<file path="src/rtl/filt_ppi_tdm.sv">
// rtl/filt_ppi_tdm.sv - TDM polyphase interpolating FIR filter with a single serial MAC
//
// Every accepted input sample produces L output samples, one per polyphase
// branch, each computed as K = N/L multiply-accumulates on one multiplier.
// Input samples are time-multiplexed over gp_nch channels, each channel
// keeping its own K-deep delay line.
//
// Ports:
//   i_clk, i_rst_an                 clock (rising edge), asynchronous active-low reset
//   i_ena                           global enable; low freezes every register
//   i_data, i_valid, o_ready        input sample, strobe, ready (IDLE and enabled)
//   i_cwr, i_caddr, i_cdata         coefficient write, honoured only in IDLE
//   o_data, o_valid, o_ch, o_phase  output sample, one-cycle strobe, channel, phase
module filt_ppi_tdm #(
  parameter int gp_idata_width          = 16,
  parameter int gp_coeff_width          = 16,
  parameter int gp_odata_width          = 16,
  parameter int gp_interpolation_factor = 4,
  parameter int gp_coeff_length         = 16,
  parameter int gp_nch                  = 2,
  parameter int gp_oshift               = 0,
  parameter int gp_phase_rev            = 0
) (
  input  logic                                          i_clk,
  input  logic                                          i_rst_an,
  input  logic                                          i_ena,
  input  logic [gp_idata_width-1:0]                     i_data,
  input  logic                                          i_valid,
  output logic                                          o_ready,
  input  logic                                          i_cwr,
  input  logic [$clog2(gp_coeff_length)-1:0]            i_caddr,
  input  logic [gp_coeff_width-1:0]                     i_cdata,
  output logic [gp_odata_width-1:0]                     o_data,
  output logic                                          o_valid,
  output logic [$clog2((gp_nch > 2) ? gp_nch : 2)-1:0]  o_ch,
  output logic [$clog2(gp_interpolation_factor)-1:0]    o_phase
);

  localparam int L   = gp_interpolation_factor;
  localparam int K   = gp_coeff_length / L;
  localparam int KW  = (K > 1) ? $clog2(K) : 1;
  localparam int PW  = gp_idata_width + gp_coeff_width;
  localparam int AW  = PW + $clog2(K);
  localparam int OW  = gp_odata_width;
  localparam int SW  = (AW > OW) ? AW : OW;
  localparam int CAW = $clog2(gp_coeff_length);
  localparam int CHW = $clog2((gp_nch > 2) ? gp_nch : 2);
  localparam int PHW = $clog2(L);

  localparam logic [PHW-1:0] PH_FIRST = (gp_phase_rev != 0) ? PHW'(L - 1) : '0;
  localparam logic [PHW-1:0] PH_LAST  = (gp_phase_rev != 0) ? '0 : PHW'(L - 1);

  // Saturation bounds expressed in the (possibly wider) comparison domain.
  localparam logic signed [SW-1:0] SAT_MAX = {{(SW-OW+1){1'b0}}, {(OW-1){1'b1}}};
  localparam logic signed [SW-1:0] SAT_MIN = ~SAT_MAX;

  typedef enum logic [1:0] {S_IDLE, S_MAC, S_OUT} state_t;

  state_t                            state;
  logic [CHW-1:0]                    ch_ptr;
  logic [CHW-1:0]                    cur_ch;
  logic [KW-1:0]                     k_cnt;
  logic [PHW-1:0]                    ph_cnt;
  logic signed [AW-1:0]              acc;
  logic                              valid_q;
  logic signed [gp_idata_width-1:0]  dline [gp_nch][K];
  logic signed [gp_coeff_width-1:0]  coef [gp_coeff_length];

  logic signed [gp_idata_width-1:0]  x_sel;
  logic signed [gp_coeff_width-1:0]  h_sel;
  logic [CAW-1:0]                    h_idx;
  logic signed [PW-1:0]              prod;
  logic signed [AW-1:0]              acc_next;
  logic signed [AW-1:0]              acc_shr;
  logic signed [SW-1:0]              acc_ext;
  logic signed [OW-1:0]              sat_data;
  logic                              coef_wr;

  // Tap k of phase p uses coefficient h[k*L + p].
  always_comb begin
    h_idx = CAW'(int'(k_cnt) * L + int'(ph_cnt));
    x_sel = dline[cur_ch][k_cnt];
    h_sel = coef[h_idx];
  end

  // The last MAC's sum goes straight to the output register, so the value is
  // formed from acc_next rather than waiting a cycle for acc to settle.
  always_comb begin
    prod     = PW'(x_sel) * PW'(h_sel);
    acc_next = acc + AW'(prod);
    acc_shr  = acc_next >>> gp_oshift;
    acc_ext  = SW'(acc_shr);
    if (acc_ext > SAT_MAX) begin
      sat_data = OW'(SAT_MAX);
    end else if (acc_ext < SAT_MIN) begin
      sat_data = OW'(SAT_MIN);
    end else begin
      sat_data = OW'(acc_ext);
    end
  end

  assign coef_wr = (state == S_IDLE) && i_ena && i_cwr &&
                   ({1'b0, i_caddr} < (CAW+1)'(gp_coeff_length));
  assign o_ready = (state == S_IDLE) && i_ena;
  // The strobe register is held while disabled, so gating it here keeps the
  // visible pulse exactly one enabled cycle long.
  assign o_valid = valid_q && i_ena;

  always_ff @(posedge i_clk or negedge i_rst_an) begin
    if (!i_rst_an) begin
      state   <= S_IDLE;
      ch_ptr  <= '0;
      cur_ch  <= '0;
      k_cnt   <= '0;
      ph_cnt  <= '0;
      acc     <= '0;
      valid_q <= 1'b0;
      o_data  <= '0;
      o_ch    <= '0;
      o_phase <= '0;
      dline   <= '{default: '0};
      coef    <= '{default: '0};
    end else if (i_ena) begin
      valid_q <= 1'b0;
      case (state)
        S_IDLE: begin
          if (coef_wr) begin
            coef[i_caddr] <= i_cdata;
          end
          if (i_valid) begin
            for (int k = K - 1; k > 0; k--) begin
              dline[ch_ptr][KW'(k)] <= dline[ch_ptr][KW'(k - 1)];
            end
            dline[ch_ptr][0] <= i_data;
            cur_ch <= ch_ptr;
            ch_ptr <= (int'(ch_ptr) == gp_nch - 1) ? '0 : ch_ptr + CHW'(1);
            k_cnt  <= '0;
            ph_cnt <= PH_FIRST;
            acc    <= '0;
            state  <= S_MAC;
          end
        end
        S_MAC: begin
          acc <= acc_next;
          if (int'(k_cnt) == K - 1) begin
            state   <= S_OUT;
            valid_q <= 1'b1;
            o_data  <= sat_data;
            o_ch    <= cur_ch;
            o_phase <= ph_cnt;
          end else begin
            k_cnt <= k_cnt + KW'(1);
          end
        end
        S_OUT: begin
          if (ph_cnt == PH_LAST) begin
            state <= S_IDLE;
          end else begin
            ph_cnt <= (gp_phase_rev != 0) ? ph_cnt - PHW'(1) : ph_cnt + PHW'(1);
            k_cnt  <= '0;
            acc    <= '0;
            state  <= S_MAC;
          end
        end
        default: state <= S_IDLE;
      endcase
    end
  end

endmodule

</file>
<file path="config.mk">
export PLATFORM = sky130hd
export DESIGN_NAME = filt_ppi_tdm
export DESIGN_NICKNAME = d
export VERILOG_FILES = /design/src/rtl/filt_ppi_tdm.sv
export SDC_FILE = /design/constraint.sdc
export NUM_CORES = 1
export LEC_CHECK = 0
export ABC_AREA = 1
export CAP_MARGIN = 20
export CORE_UTILIZATION = 59
export CTS_BUF_LIST = sky130_fd_sc_hd__clkbuf_4 sky130_fd_sc_hd__clkbuf_8
export DETAILED_ROUTE_END_ITERATION = 10
export GPL_ROUTABILITY_DRIVEN = 0
export GPL_TIMING_DRIVEN = 0
export PLACE_DENSITY = 0.8
export SKIP_LAST_GASP = 1
export SYNTH_ARGS = -nofsm -noshare
export SYNTH_HDL_FRONTEND = slang
export SYNTH_SLANG_ARGS = --single-unit
</file>
<file path="constraint.sdc">
create_clock -name i_clk -period 7.9 [get_ports i_clk]
set_input_delay 1.58 -clock i_clk [delete_from_list [all_inputs] [get_ports i_clk]]
set_output_delay 1.58 -clock i_clk [all_outputs]
set_load 0.03 [all_outputs]
</file>
Word level (Yosys, flattened, before mapping)
Index checks and enable logic that the tools add are counted.
{ "totals": {"register_bits": 446, "latchBits": 0, "ram_bits": 0, "mem_bits_ro": 0, "memories": 0} }
{ "classes": {"add_sub_neg": 5, "multipliers": 1, "div_mod_pow": 0, "magnitude_cmp": 9, "eq_ne": 8, "shifts": 0, "mux": 42, "n_bitwise": 5, "reduce_logical": 15} }
{ "ops": {"columns": ["cell", "n"], "rows": [
  ["128-bit bitwise mux", 4],
  ["64-bit 2-to-1 mux", 7],
  ["256-bit bitwise mux", 1],
  ["64-bit demux with 1-bit select", 3],
  ["16-bit 2-to-1 mux", 7],
  ["34-bit case mux with 3 select lines", 1],
  ["34-bit 2-to-1 mux", 2],
  ["16-bit binary-select mux with 4-bit select", 1],
  ["16-bit demux with 4-bit select", 1],
  ["48-bit 2-to-1 mux", 1],
  ["34-bit by 32-bit adder with 34-bit output", 1],
  ["34-bit by 16-bit greater-than comparator with 1-bit output, second input constant", 1],
  ["34-bit by 16-bit less-than comparator with 1-bit output, second input constant", 1],
  ["16-bit binary-select mux with 2-bit select", 1],
  ["16-bit by 16-bit multiplier with 32-bit output", 1],
  ["2-bit 2-to-1 mux", 6],
  ["2-bit case mux with 3 select lines", 2],
  ["3-bit AND reduction", 4],
  ["5-bit >= comparator, second input constant", 2],
  ["4-bit inverter with 5-bit output", 2],
  ["2-bit inequality test, second input constant", 4],
  ["4-bit AND reduction", 2],
  ["1-bit logical AND", 5],
  ["5-bit by 1-bit less-than comparator with 1-bit output, second input constant", 1],
  ["16 further kinds", 24]
]} }

Longest topological paths before layout
{ "depth": {"depth_word": 12, "ltp_mapped": 45, "mapped_depth_nobuf": 40} }

Worst setup path before layout
No wires, ideal clock.
{ "synth_timing": {"kind": "reg2reg", "startpoint": "register ph_cnt[0]", "endpoint": "register o_data[13]", "setup_ns": 0.065, "arrival_time_ns": 7.292, "slack_ns": 0.543, "path_stages_with_launch": 40, "synth_period_minus_slack_ns": 7.357, "path_cell_list": "dfrtp_1 > buf_4 > inv_2 > buf_4 > clkbuf_1 > clkbuf_1 > o21ai_0 > o211ai_1 > nand2_1 > inv_1 > nand2_1 > fa_1 > inv_1 > fa_1 > inv_1 > fa_1 > inv_1 > fa_1 > [... 4 more ...] > ha_1 > nand2_1 > inv_1 > nand3_1 > inv_1 > o21ai_0 > nand3_1 > a21oi_1 > nand2_1 > inv_1 > nand2_1 > nand2_4 > nand3_2 > nor2_4 > nand3_4 > a21oi_4 > nand2_1 > nand2_1"} }
{ "synth_between": {"elab_chain_cells": 10, "elab_cells_between_ends": 11, "cone_classes": "add/sub: 2; mul: 1; order compare: 2; mux: 5; bitwise: 1"} }
{ "synth_lines": {"columns": ["item", "line", "rtl"], "rows": [
  ["from (decl)", "63", "logic [PHW-1:0] ph_cnt;"],
  ["from (signal assigned)", "159", "ph_cnt <= (gp_phase_rev != 0) ? ph_cnt - PHW'(1) : ph_cnt + PHW'(1);"],
  ["4-bit by 2-bit adder with 4-bit output *", "81", "h_idx = CAW'(int'(k_cnt) * L + int'(ph_cnt));"],
  ["4-bit inverter with 5-bit output (not written as such) *", "83", "h_sel = coef[h_idx];"],
  ["16-bit binary-select mux with 4-bit select *", "83", null],
  ["16-bit 2-to-1 mux (not written as such) * (2 in a row)", "83", null],
  ["16-bit by 16-bit multiplier with 32-bit output *", "89", "prod = PW'(x_sel) * PW'(h_sel);"],
  ["34-bit by 32-bit adder with 34-bit output *", "90", "acc_next = acc + AW'(prod);"],
  ["34-bit by 16-bit less-than comparator with 1-bit output", "95", "end else if (acc_ext < SAT_MIN) begin"],
  ["16-bit 2-to-1 mux", "95", null],
  ["16-bit 2-to-1 mux *", "93", "if (acc_ext > SAT_MAX) begin"],
  ["to (signal assigned)", "148", "o_data <= sat_data;"],
  ["to (decl)", "33", "output logic [gp_odata_width-1:0] o_data,"]
]} }
Mark *: on every way between the ends. The rest lies on a longest branch, timed or not. The select of a mux whose other input is x is not followed.
A chain may end at the register's enable or synchronous reset.

Final worst setup path
{ "layout_timing": {"startpoint": "register ph_cnt[0]", "endpoint": "register o_data[4]"} }
Same word-level chain as after synthesis.

==> out/metrics.csv <==
metric,value,unit
die_h,202,um
drtIter0Drc,2706,
synth_top_area_share,27.8,%
fin_util,69.9,%
grt_pass1_vias,21800,
die_w,202,um
synth.avg_cell_area,8.03,um2
synth_area_leaders,"dfrtp_1 28%, fa_1 26%, nand2_1 9.5%",
crit_path_max_fanout,10,
firstDrtPassIters,7,
required,8.43,ns
diodes,0,
fin_skew,0.0479,ns
cts_tree,built,
worstSkewPairLatency,0.65,ns
synth_cell_types,42,
drtAntennaViolNets,0,
hold_viol_final,0,
worstMarginPinSlew,0.824,ns
track_usage,35.2,%
die_area,40800,um2
hold_buffers,0,
start_kind,flip-flop,
port_buffers,60,
cp_slowest_cell,fa_1,
grt_pass1_wl,113000,um
path_common_cell,nand2_1,
drive_gt1_share,12.0,%
hp-class,flip-flop to flip-flop,
wire_per_inst,19.5,um
cts_root_buffer,clkbuf_8,
syn_nets,3387,
yosysSeqAreaShare,27.8,%
vias,21500,
clock-sinks,262,
critical_path_class,flip-flop to flip-flop,
outcome,"complete, no violations",
synthTopCellsByCount,"599 x nand2_1, 566 x inv_1, 317 x nor2_1",
critPathBufInv,10,
cts_buffer_depth,3,
reg2reg_slack,0.13,ns
finalNetCount,3550,
synth_area,23600,um2
min_period,7.77,ns
fillers,2848,
remaining_drc_errors,0,
synth_top_area_cell,dfrtp_1,
grt_max_degree,119,
slew_headroom,45.0,%
ioPinCount,62,
ys_warn_count,0,
syn_inst,2937,
core_area,39000,um2
area_growth,15.6,%
synth_top_flop_cell,dfrtp_1,
htreeDepth,2,
multi_input_area,15000,um2
setup_viol,0,
antenna_found_initial,0,
start_util,60.4,%
cp.arrival,8.31,ns
slew_violations,0,
synthArstFlopShare,100,%
clk_pin_slew_worst_paths,0.06,ns
cp_top_family,adder cells,
synth_most_common_cell,nand2_1,
fin_crit_sh,98.4,%
via_per_inst,5.88,
hpwl,52800,um
gr-total-overflow,0,
crit_path_end_kind,flip-flop,
synth_edf_count,0,
ys_ff_latch,262,
maxClockFrequency,129,MHz
num_rows,72,
maxCapViolCount,0,
cts_buffers,45,
seq_area,6560,um2
cp_slowest_stage_delay,0.56,ns
routed_wl,71200,um
metal layers:
layer / track usage, % / share of wire [%] / wire length [um] / vias up
met3: 7.95 / 12 / 8460 / 343
li1: - / - / - / 9276
met2: 54.8 / 46 / 32500 / 1415
met1: 46.8 / 37 / 26200 / 10400
met5: 0 / 0 / 0 / -
met4: 16.9 / 5.7 / 4060 / 0
placed cells by master, fill, tap and decap left out, drive strengths merged:
cell type        n
or2              3
a22o             3
clkinv          12
dfrtp          262
o211ai          14
xor2             7
nor2           320
nand3           80
fa             305
xnor2            9
a21o             1
nand3b           3
bufinv           1
o21a             1
o21bai           5
clkdlybuf4s50   59
o22ai            2
inv            576
nand4           21
buf             86
clkbuf         170
clkinvlp         7
and2             2
nand2          604
nor4             4
a21oi          145
nor3            13
ha             104
o21ai          316
path summary, 6_finish.rpt:
kind	depth (start not counted)	endpoint	from
worst max-delay path	38	o_data[4]	ph_cnt[0]
worst min-delay path	2	dline[104]	dline[104]
worst max register to register	38	o_data[4]	ph_cnt[0]
worst min register to register	2	dline[104]	dline[104]
max in group asynchronous	3	acc[4]	i_rst_an
min in group asynchronous	1	coef[247]	i_rst_an
final cells by class:
cell class | count | area share (%)
sequential | 262 | 24.1
timing repair buffer | 116 | 4.16
clock inverter | 13 | 0.436
multi-input combinational | 1962 | 54.9
clock buffer | 69 | 3.16
inverter | 583 | 8.14
tap | 518 | 2.38
buffer | 130 | 2.71
metrics by stage:
stage | cells | setup TNS [ns] | hold slack (ns) | setup slack (ns) | instance area, um2
finish | 3653 | 0 | 0.473 | 0.127 | 27300
CTS | 3616 | -0.00209 | 0.469 | -0.00209 | 26200
detailed placement | 3517 | -18.93 | 0.454 | -1.15 | 24900
global placement | 3515 | -1503.73 | 0.449 | -5.74 | 24800
global route | 3653 | -1.44 | 0.495 | -0.126 | 27300
floorplan | 2937 | 0 | 0.437 | 0.543 | 23600
sequential cells by signal (all words and copies together), names as in the netlist, 2 cells and up:
| register | cells |
|---|---|
| acc | 34 |
| coef | 136 |
| dline | 64 |
| k_cnt | 2 |
| o_data | 16 |
| o_phase | 2 |
| ph_cnt | 2 |
| state | 2 |
kinds of logic (layout without fill, tap and decap cells):
group	count (synthesis)	after routing	synth area share, %
AND/OR/NAND/NOR	1050	1050	17.9
buffers and inverters	713	911	11.5
AO/OA/AOI/OAI	487	487	10.8
adder cells (fa/ha/maj)	409	409	31.4
flip-flops	262	262	27.8
XOR/XNOR	16	16	0.594
worst min-delay path: stages (launching register included):
cell and delay (ns):
dfrtp_1 0.34, nand2_1 0.05, nand2_1 0.05
repair_timing:
action / 4_1_cts / 5_1_grt
gates cloned: 0 / 1
setup buffers: 17 / 36
pin swaps: 12 / 48
gates resized for setup: 103 / 230
endpoints found under the hold margin: 0 / 0
setup endpoints to repair: 31 / 17
Power is not shown: default switching activity piles up to over one toggle a cycle in this logic, so the estimate is an artifact.
